===== src/rtl/byte_logic_sequencer.sv =====
// byte_logic_sequencer
//
// Purpose:
//   Shares one byte-wide logic datapath between two requesters. The datapath
//   supports AND, OR, XOR, NOT, ANYSET and a single-bit left shift. Arbitration
//   between the requesters is round-robin. Multi-bit shifts repeat the
//   single-bit shift once per cycle. Results are returned on a valid/ready
//   response channel, tagged with the requester ID and a zero flag.
//
// Ports:
//   clk                     in   clock, all state on the rising edge
//   rst_n                   in   asynchronous active-low reset
//   req0_valid/req1_valid   in   requester has an operation
//   req0_ready/req1_ready   out  operation accepted when high together with valid
//   req0_op/req1_op         in   [2:0] opcode
//   req0_a/req1_a           in   [7:0] operand A
//   req0_b/req1_b           in   [7:0] operand B (only B[2:0] used by shifts)
//   rsp_valid               out  response available
//   rsp_ready               in   consumer accepts response
//   rsp_id                  out  requester that issued the operation
//   rsp_data                out  [7:0] result byte
//   rsp_zero                out  high when rsp_data == 8'h00
//
// Configuration:
//   BYTE_LOGIC_SEQ_ROTATE_EN  when defined, opcode 3'b110 is rotate-left A by
//                             B[2:0]. Otherwise 3'b110 is illegal, like 3'b111.

module byte_logic_sequencer (
  input  logic       clk,
  input  logic       rst_n,
  input  logic       req0_valid,
  output logic       req0_ready,
  input  logic [2:0] req0_op,
  input  logic [7:0] req0_a,
  input  logic [7:0] req0_b,
  input  logic       req1_valid,
  output logic       req1_ready,
  input  logic [2:0] req1_op,
  input  logic [7:0] req1_a,
  input  logic [7:0] req1_b,
  output logic       rsp_valid,
  input  logic       rsp_ready,
  output logic       rsp_id,
  output logic [7:0] rsp_data,
  output logic       rsp_zero
);

  typedef enum logic [1:0] {
    ST_IDLE = 2'd0,
    ST_EXEC = 2'd1,
    ST_RESP = 2'd2
  } state_t;

  state_t     state_r;
  logic       rr_last_r;
  logic [7:0] work_r;
  logic [2:0] cnt_r;
  logic       rsp_valid_r;
  logic       rsp_id_r;
  logic [7:0] rsp_data_r;
`ifdef BYTE_LOGIC_SEQ_ROTATE_EN
  logic       rot_r;
`endif

  logic       grant_s;
  logic [2:0] sel_op_s;
  logic [7:0] sel_a_s;
  logic [7:0] sel_b_s;
  logic       accept_s;
  logic       iter_s;
  logic       rot_s;
  logic [7:0] work_nxt_s;

  // Any-bit-set reduction; shared by the ANYSET opcode and the zero flag.
  function automatic logic anyset8(input logic [7:0] v);
    return |v;
  endfunction

  // Opcodes that run through the EXEC iteration when the amount is non-zero.
  function automatic logic is_iter_op(input logic [2:0] op);
`ifdef BYTE_LOGIC_SEQ_ROTATE_EN
    return (op == 3'b100) || (op == 3'b110);
`else
    return (op == 3'b100);
`endif
  endfunction

  // Single-cycle result. Shift/rotate land here only with amount 0, so the
  // result for them is A unchanged.
  function automatic logic [7:0] direct_result(input logic [2:0] op,
                                               input logic [7:0] a,
                                               input logic [7:0] b);
    logic [7:0] r;
    case (op)
      3'b000:  r = a & b;
      3'b001:  r = a | b;
      3'b010:  r = a ^ b;
      3'b011:  r = ~a;
      3'b100:  r = a;
      3'b101:  r = {7'd0, anyset8(a)};
`ifdef BYTE_LOGIC_SEQ_ROTATE_EN
      3'b110:  r = a;
`else
      3'b110:  r = 8'h00;
`endif
      default: r = 8'h00;
    endcase
    return r;
  endfunction

  // Round-robin grant and operand select: on a tie the requester that was
  // not served last wins.
  always_comb begin
    grant_s = 1'b0;
    if (req0_valid && req1_valid) begin
      grant_s = ~rr_last_r;
    end else if (req1_valid) begin
      grant_s = 1'b1;
    end else begin
      grant_s = 1'b0;
    end

    sel_op_s = req0_op;
    sel_a_s  = req0_a;
    sel_b_s  = req0_b;
    if (grant_s) begin
      sel_op_s = req1_op;
      sel_a_s  = req1_a;
      sel_b_s  = req1_b;
    end else begin
      sel_op_s = req0_op;
      sel_a_s  = req0_a;
      sel_b_s  = req0_b;
    end

    accept_s = (state_r == ST_IDLE) && (req0_valid || req1_valid);
    iter_s   = is_iter_op(sel_op_s) && (sel_b_s[2:0] != 3'd0);
  end

  // One shift step of the work register; for rotate, bit 7 wraps into bit 0.
  always_comb begin
`ifdef BYTE_LOGIC_SEQ_ROTATE_EN
    rot_s = rot_r;
`else
    rot_s = 1'b0;
`endif
    work_nxt_s = {work_r[6:0], rot_s & work_r[7]};
  end

  assign req0_ready = (state_r == ST_IDLE) && !grant_s;
  assign req1_ready = (state_r == ST_IDLE) &&  grant_s;
  assign rsp_valid  = rsp_valid_r;
  assign rsp_id     = rsp_id_r;
  assign rsp_data   = rsp_data_r;
  assign rsp_zero   = ~anyset8(rsp_data_r);

  // Sequencer: accept in IDLE, iterate shifts in EXEC, hold the response in RESP.
  always_ff @(posedge clk or negedge rst_n) begin
    if (!rst_n) begin
      state_r     <= ST_IDLE;
      rr_last_r   <= 1'b1;
      work_r      <= 8'h00;
      cnt_r       <= 3'd0;
      rsp_valid_r <= 1'b0;
      rsp_id_r    <= 1'b0;
      rsp_data_r  <= 8'h00;
`ifdef BYTE_LOGIC_SEQ_ROTATE_EN
      rot_r       <= 1'b0;
`endif
    end else begin
      case (state_r)
        ST_IDLE: begin
          if (accept_s) begin
            rr_last_r <= grant_s;
            rsp_id_r  <= grant_s;
            if (iter_s) begin
              work_r  <= sel_a_s;
              cnt_r   <= sel_b_s[2:0];
`ifdef BYTE_LOGIC_SEQ_ROTATE_EN
              rot_r   <= (sel_op_s == 3'b110);
`endif
              state_r <= ST_EXEC;
            end else begin
              rsp_data_r  <= direct_result(sel_op_s, sel_a_s, sel_b_s);
              rsp_valid_r <= 1'b1;
              state_r     <= ST_RESP;
            end
          end else begin
            state_r <= ST_IDLE;
          end
        end
        ST_EXEC: begin
          work_r <= work_nxt_s;
          cnt_r  <= cnt_r - 3'd1;
          // Counter at 1 means this is the final step.
          if (cnt_r == 3'd1) begin
            rsp_data_r  <= work_nxt_s;
            rsp_valid_r <= 1'b1;
            state_r     <= ST_RESP;
          end else begin
            state_r <= ST_EXEC;
          end
        end
        ST_RESP: begin
          if (rsp_ready) begin
            rsp_valid_r <= 1'b0;
            state_r     <= ST_IDLE;
          end else begin
            state_r <= ST_RESP;
          end
        end
        default: begin
          rsp_valid_r <= 1'b0;
          state_r     <= ST_IDLE;
        end
      endcase
    end
  end

endmodule


===== config.mk =====
export PLATFORM = sky130hd
export DESIGN_NAME = byte_logic_sequencer
export DESIGN_NICKNAME = d
export VERILOG_FILES = /design/src/rtl/byte_logic_sequencer.sv
export SDC_FILE = /design/constraint.sdc
export NUM_CORES = 1
export LEC_CHECK = 0
export ABC_CLOCK_PERIOD_IN_PS = 2500
export CAP_MARGIN = 5
export CORE_MARGIN = 5
export CORE_UTILIZATION = 46
export CTS_BUF_LIST = sky130_fd_sc_hd__clkbuf_16
export DETAILED_ROUTE_END_ITERATION = 10
export HOLD_SLACK_MARGIN = 0.05
export PLACE_DENSITY = 0.77
export SYNTH_ARGS = -nofsm -noshare
export SYNTH_HDL_FRONTEND = slang
export SYNTH_SLANG_ARGS = --single-unit

===== constraint.sdc =====
create_clock -name clk -period 2.5 [get_ports clk]
set_clock_uncertainty 0.05 [all_clocks]
set_input_delay 0.25 -clock clk [delete_from_list [all_inputs] [get_ports clk]]
set_output_delay 0.25 -clock clk [all_outputs]
set_load 0.005 [all_outputs]

# Word level (Yosys, flattened, before mapping)

Cells that the tools add are included.

Add/subtract/negate cells: 1
Equality and inequality tests: 13
Muxes and demuxes: 26
Bitwise gates (word level): 6
Reduce and logical (&&, ||, !) cells: 17

Operators with widths:

| kind                 | count |
|---|---|
| $pmux W8 S6          | 1 |
| $mux W8              | 5 |
| $pmux W8 S2          | 1 |
| $reduce_or A8 Y1     | 2 |
| $mux W7              | 2 |
| $pmux W7 S2          | 1 |
| $ne A2 B2 Y1 const B | 5 |
| $mux W3              | 3 |
| $and A8 B8 Y8        | 1 |
| $mux W2              | 4 |
| $not A8 Y8           | 1 |
| $or A8 B8 Y8         | 1 |
| $reduce_and A4 Y1    | 2 |
| $xor A8 B8 Y8        | 1 |
| $eq A3 B1 Y1 const B | 2 |
| $eq A3 B2 Y1 const B | 2 |
| $eq A3 B3 Y1 const B | 2 |
| $mux W1              | 6 |
| $pmux W2 S3          | 1 |
| $pmux W3 S2          | 1 |
| $logic_and A1 B1 Y1  | 5 |
| $logic_not A3 Y1     | 1 |
| $pmux W1 S3          | 1 |
| $reduce_and A3 Y1    | 1 |
| other kinds (10)     | 11 |

Flip-flop bits (word level): 23
Input port bits: 43
Output and inout bits: 13

# Depth between registers and ports, before layout

Word-level depth: 8
Depth in mapped cells: 13

# Least setup slack after synthesis

OpenSTA, ideal clock, no wires.

Kind: reg-to-reg
Start point: reg rr_last_r
End point: reg rsp_data_r[3], in the netlist rsp_data[3]
Setup time: 142 ps
Arrival: 2212 ps
Required time: 2308 ps
Setup slack: 96 ps
Cell stages (with the launch flop): 13
Buffers on the path: 3
Clock period less this slack: 2404 ps
Cell sequence: dfstp_2 -> a21bo_1 -> buf_6 -> buf_4 -> buf_2 -> nand2_1 -> nand2_1 -> inv_1 -> ha_1 -> mux2i_1 -> nor4_1 -> a2111oi_2 -> o221ai_1

Longest elaborated chain between the ends: 8
Elaborated cells between the ends (all ways): 23
Those cells by class: 6 x eq/ne; 8 x mux; 5 x bitwise; 4 x reduce/logical

Ends and longest elaborated chain:

| what                                       | line | RTL |
|---|---|---|
| start, declared                            | 55   | `logic rr_last_r;` |
| start signal, assigned                     | 174  | `rr_last_r <= grant_s;` |
| $not A1 Y1 (*)                             | 116  | `grant_s = ~rr_last_r;` |
| $mux W1 (*)                                | 115  | `if (req0_valid && req1_valid) begin` |
| $mux W3 / $mux W8 (equally long branches)  | 126  | `if (grant_s) begin` |
| $eq A3 B3 Y1, or another cell as far along | 94   | `case (op)` |
| $pmux W8 S6                                | 94   |  |
| $mux W8                                    | 176  | `if (iter_s) begin` |
| $mux W8                                    | 173  | `if (accept_s) begin` |
| $pmux W8 S2                                | 171  | `case (state_r)` |
| end signal, assigned                       | 184  | `rsp_data_r <= direct_result(sel_op_s, sel_a_s, sel_b_s);` |
| end signal, assigned                       | 197  | `rsp_data_r <= work_nxt_s;` |
| end, declared                              | 60   | `logic [7:0] rsp_data_r;` |

Mark *: on every way between the ends. The rest lies on a longest branch, timed or not. The select of a mux whose other input is x is not followed.
A chain may end at the register's enable or synchronous reset.

# Worst setup path after layout

Start point: in req1_valid
End point: reg rsp_data_r[0], in the netlist rsp_data[0]

Longest elaborated chain between the ends: 8
Elaborated cells between the ends (all ways): 28
Those cells by class: 7 x eq/ne; 9 x mux; 4 x bitwise; 8 x reduce/logical

Ends and longest elaborated chain:

| what                                                  | line     | RTL |
|---|---|---|
| start, declared                                       | 36       | `input logic req1_valid,` |
| $mux W1 / $logic_and A1 B1 Y1 (equally long branches) | 117, 115 |  |
| $mux W1                                               | 115      |  |
| $mux W8 / $mux W3 (equally long branches)             | 126      |  |
| $reduce_or A8 Y1, or another cell as far along        | 76       | `return \|v;` |
| $pmux W8 S6                                           | 94       |  |
| $mux W8                                               | 176      |  |
| $mux W8                                               | 173      |  |
| $pmux W8 S2                                           | 171      |  |

Parallel ways exist; a longest one is shown, timed or not. The select of a mux whose other input is x is not followed.

==> flow_summary_export.csv <==
group,metric,value,unit
status,status,"completed",
setup_path,cp.arrival,2.53,ns
clocking,cts_buffers,3,
placed_design,placed_cells,446,
setup_path,cp-endpoint,"rsp_data[0]",
finish,utilization,67.4,%
grt,grt_pass1_vias,2523,
setup_path,critPathTopFamily,"compound AO/OA/AOI/OAI gates",
placed_design,gp_congestion,0.881,
yosys,yosys.area.top_type,"dfrtp_1",
yosys,synth_area,2400,µm²
setup_path,slowest_stage,"clkdlybuf4s50_1",
setup_path,worstPathCellList,"clkdlybuf4s50_1 -> a21bo_4 -> buf_4 -> nand2_1 -> nand2_1 -> inv_1 -> ha_2 -> a211oi_1 -> mux2i_1 -> nor2b_1 -> a2111oi_4 -> o21ai_1",
sta,period_share,97.9,%
route,drc,0,
setup_path,path_buf_inv,3,
yosys,ys_seq_area_share,24.1,%
route,wl_per_cell,16.7,µm
setup_path,crit_path_start,"req1_valid",
power,total_power,2.36,mW
setup_path,crit_path_frequent_cell,"nand2_1",
finish,antenna_cells_inserted,0,
job,maxCapViolCount,0,
route,vias,2600,
route,first_pass_iters,5,
grt,antenna_found_initial,0,
finish,fillers,423,
sta,setup_tns,0,ns
clocking,ctsHoldBuffers,0,
setup_path,path_max_fanout,11,
floorplanning,ioPinCount,56,
floorplanning,die_area,6750,µm²
placed_design,port_buffers,55,
finish,layout_common_cells,"clkdlybuf4s50_1, nand2_1, buf_4",
grt,overflow,0,
clocking,cts.path.max_buffers,2,
finish,layout_commonest_cell,"clkdlybuf4s50_1",
yosys,yosysTopAreaCellShare,23.0,%
finish,layout-drive-gt1-share,18.4,%
setup_path,startpoint_type,"input pin",
setup_path,required,2.58,ns
placed_design,hpwl,5.82,mm
setup_path,crit_path_max_incr_delay,0.48,ns
setup_path,r2r-start,"rr_last_r",
sta,fmax,0.409,GHz
route,vias_per_cell,5.76,
clocking,insertion_delay,0.26,ns
clocking,path_clk_slew,0.06,ns
grt,grt_pass1_wl,11.8,mm
min_path,hold_class,"input pin to asynchronous set/reset pin",
route,routed_wl,7.53,mm
floorplanning,rows,26,
setup_path,reg2reg_slack,0.09,ns
yosys,syn_nets,354,
setup_path,path_class,"input pin to register",
floorplanning,chipWidth,82.2,µm
yosys,yosysWarnings,0,
route,drtAntennaViolNets,0,
yosys,synth_cells,293,
yosys,synth_seq_cells,23,
floorplanning,start_util,47.2,%
clocking,cts-root-buf,"clkbuf_16",
floorplanning,coreArea,5070,µm²
sta,worst_pin_slew,0.619,ns
yosys,async_flop_share,100,%
finish,regArea,577,µm²
clocking,cts.sinks,23,
sta,relSlewSlack,58.1,%
sta,min_period,2.45,ns
setup_path,endpoint_kind,"register",
grt,grt_max_degree,24,
sta,finalSetupViolCount,0,
clocking,htree_levels,1,
setup_path,worstReg2RegEnd,"rsp_data[0]",
power,ir_worst_vdd,0.407,mV
route,first_iter_violations,198,
sta,finalHoldViolCount,0,
sta,drv_slew,0,
finish,synthToLayoutAreaGrowth,42.7,%
yosys,yosysUniqueCellTypes,51,
finish,multi_input_area,1660,µm²
grt,grt_usage,22.5,%
power,pwr_density_cell,691,nW/µm²
finish,nets,443,
yosys,syn_avg_cell_area,8.18,µm²
clocking,cts_tree,"yes",
setup_path,worstRegToRegCells,9,
yosys,synth_edf_count,0,
floorplanning,die_y,82.2,µm
setup_path,cp.depth,12,
power,p_leak,1.56,nW
finish,layoutNonFillerInstCount,451,
yosys,dominantRegCellSynth,"dfrtp_1",
yosys,synthTopCellsByArea,"dfrtp_1, mux2i_1, ha_1",
synthesized netlist by cell type (2+ instances only):
library cell	count
o221ai_1	7
nand3b_1	4
o211ai_1	3
o22ai_1	6
mux2_2	2
nand3_1	4
or4_1	4
mux2i_1	24
nor3_1	7
inv_1	24
nand2_1	50
a221oi_1	3
mux2i_4	3
buf_2	5
clkbuf_1	10
dfrtp_1	22
a21oi_1	7
nand2b_1	3
buf_4	3
nor4_1	2
nor2b_1	11
o21ai_1	5
and2_1	2
nor3b_1	5
buf_6	3
and3_1	5
o311ai_1	2
o21ai_0	6
a211oi_1	8
a31oi_1	4
nor2_1	10
or3_1	3
ha_1	18
cell families after synthesis:
logic type,Yosys count,synth area share [%]
multiplexers,30,14.4
flip-flops,23,24.1
AND/OR/NAND/NOR,111,23.1
buffers and inverters,45,8.72
adder cells (fa/ha/maj),18,9.40
AO/OA/AOI/OAI,66,20.4
how the worst min path moves through the flow:
stage	slack (ns)	to	start	cells past startpoint
floorplan	-0.1	cnt_r[0]	rst_n	0
global placement	0.41	rsp_valid	rsp_valid	2
detailed placement	0.41	rsp_valid	rsp_valid	2
CTS	0.30	rsp_data[7]	rst_n	2
global route	0.33	rsp_data[1]	rst_n	2
finish	0.29	rsp_data[7]	rst_n	2
final cells by class:
cell class / count / area share, %
Clock buffer: 3 / 2.20
Tap cell: 70 / 2.56
Timing Repair Buffer: 105 / 27.2
Multi-Input combinational cell: 225 / 48.4
Clock inverter: 1 / 0.110
Sequential cell: 23 / 16.9
Inverter: 24 / 2.64
what timing repair did:
item / 4_1_cts / 5_1_grt
buffers inserted: 0 / 1
setup endpoints to repair: 1 / 3
gates resized for setup: 3 / 7
pin swaps: 0 / 1
report_power, final:
part / internal (mW) / switching, mW
clock: 0.213 / 0.128
sequential: 0.545 / 0.153
combinational: 0.703 / 0.620
metrics by stage:
stage                     setup WS [ns]  instance area [µm²]  hold WS [ns]
final                            0.0522                 3420         0.293
after global routing            -0.0428                 3420         0.334
after global placement           -0.502                 3290         0.410
after floorplan                  0.0956                 2400       -0.0956
after detailed placement         -0.508                 3290         0.414
after CTS                       0.00133                 3370         0.303
worst reg2reg max path, stage by stage (launching register included):
cell       delay, ns
dfstp_2         0.54
a21bo_4         0.17
buf_4           0.16
mux2i_4         0.24
ha_2            0.21
a211oi_1        0.08
mux2i_1         0.24
nor2b_1         0.12
a2111oi_4       0.39
o21ai_1         0.10
flip-flops by register name, indices dropped and copies added (netlist names):
signal	cells
rr_last_r	1
rsp_valid	1
cnt_r	3
rsp_id	1
work_r	7
state_r	2
rsp_data	8
metal layers:
metal  part of all wire, %  wire [µm]  vias up  track usage [%]
met1                    40       3020     1221             28.0
met4                   1.9        143        0             7.81
met5                     0          0        -                0
met2                    50       3790      139             38.9
li1                      -          -     1228                -
met3                   7.7        577       12             4.12
No activity file was read; power rests on OpenSTA's default activity.
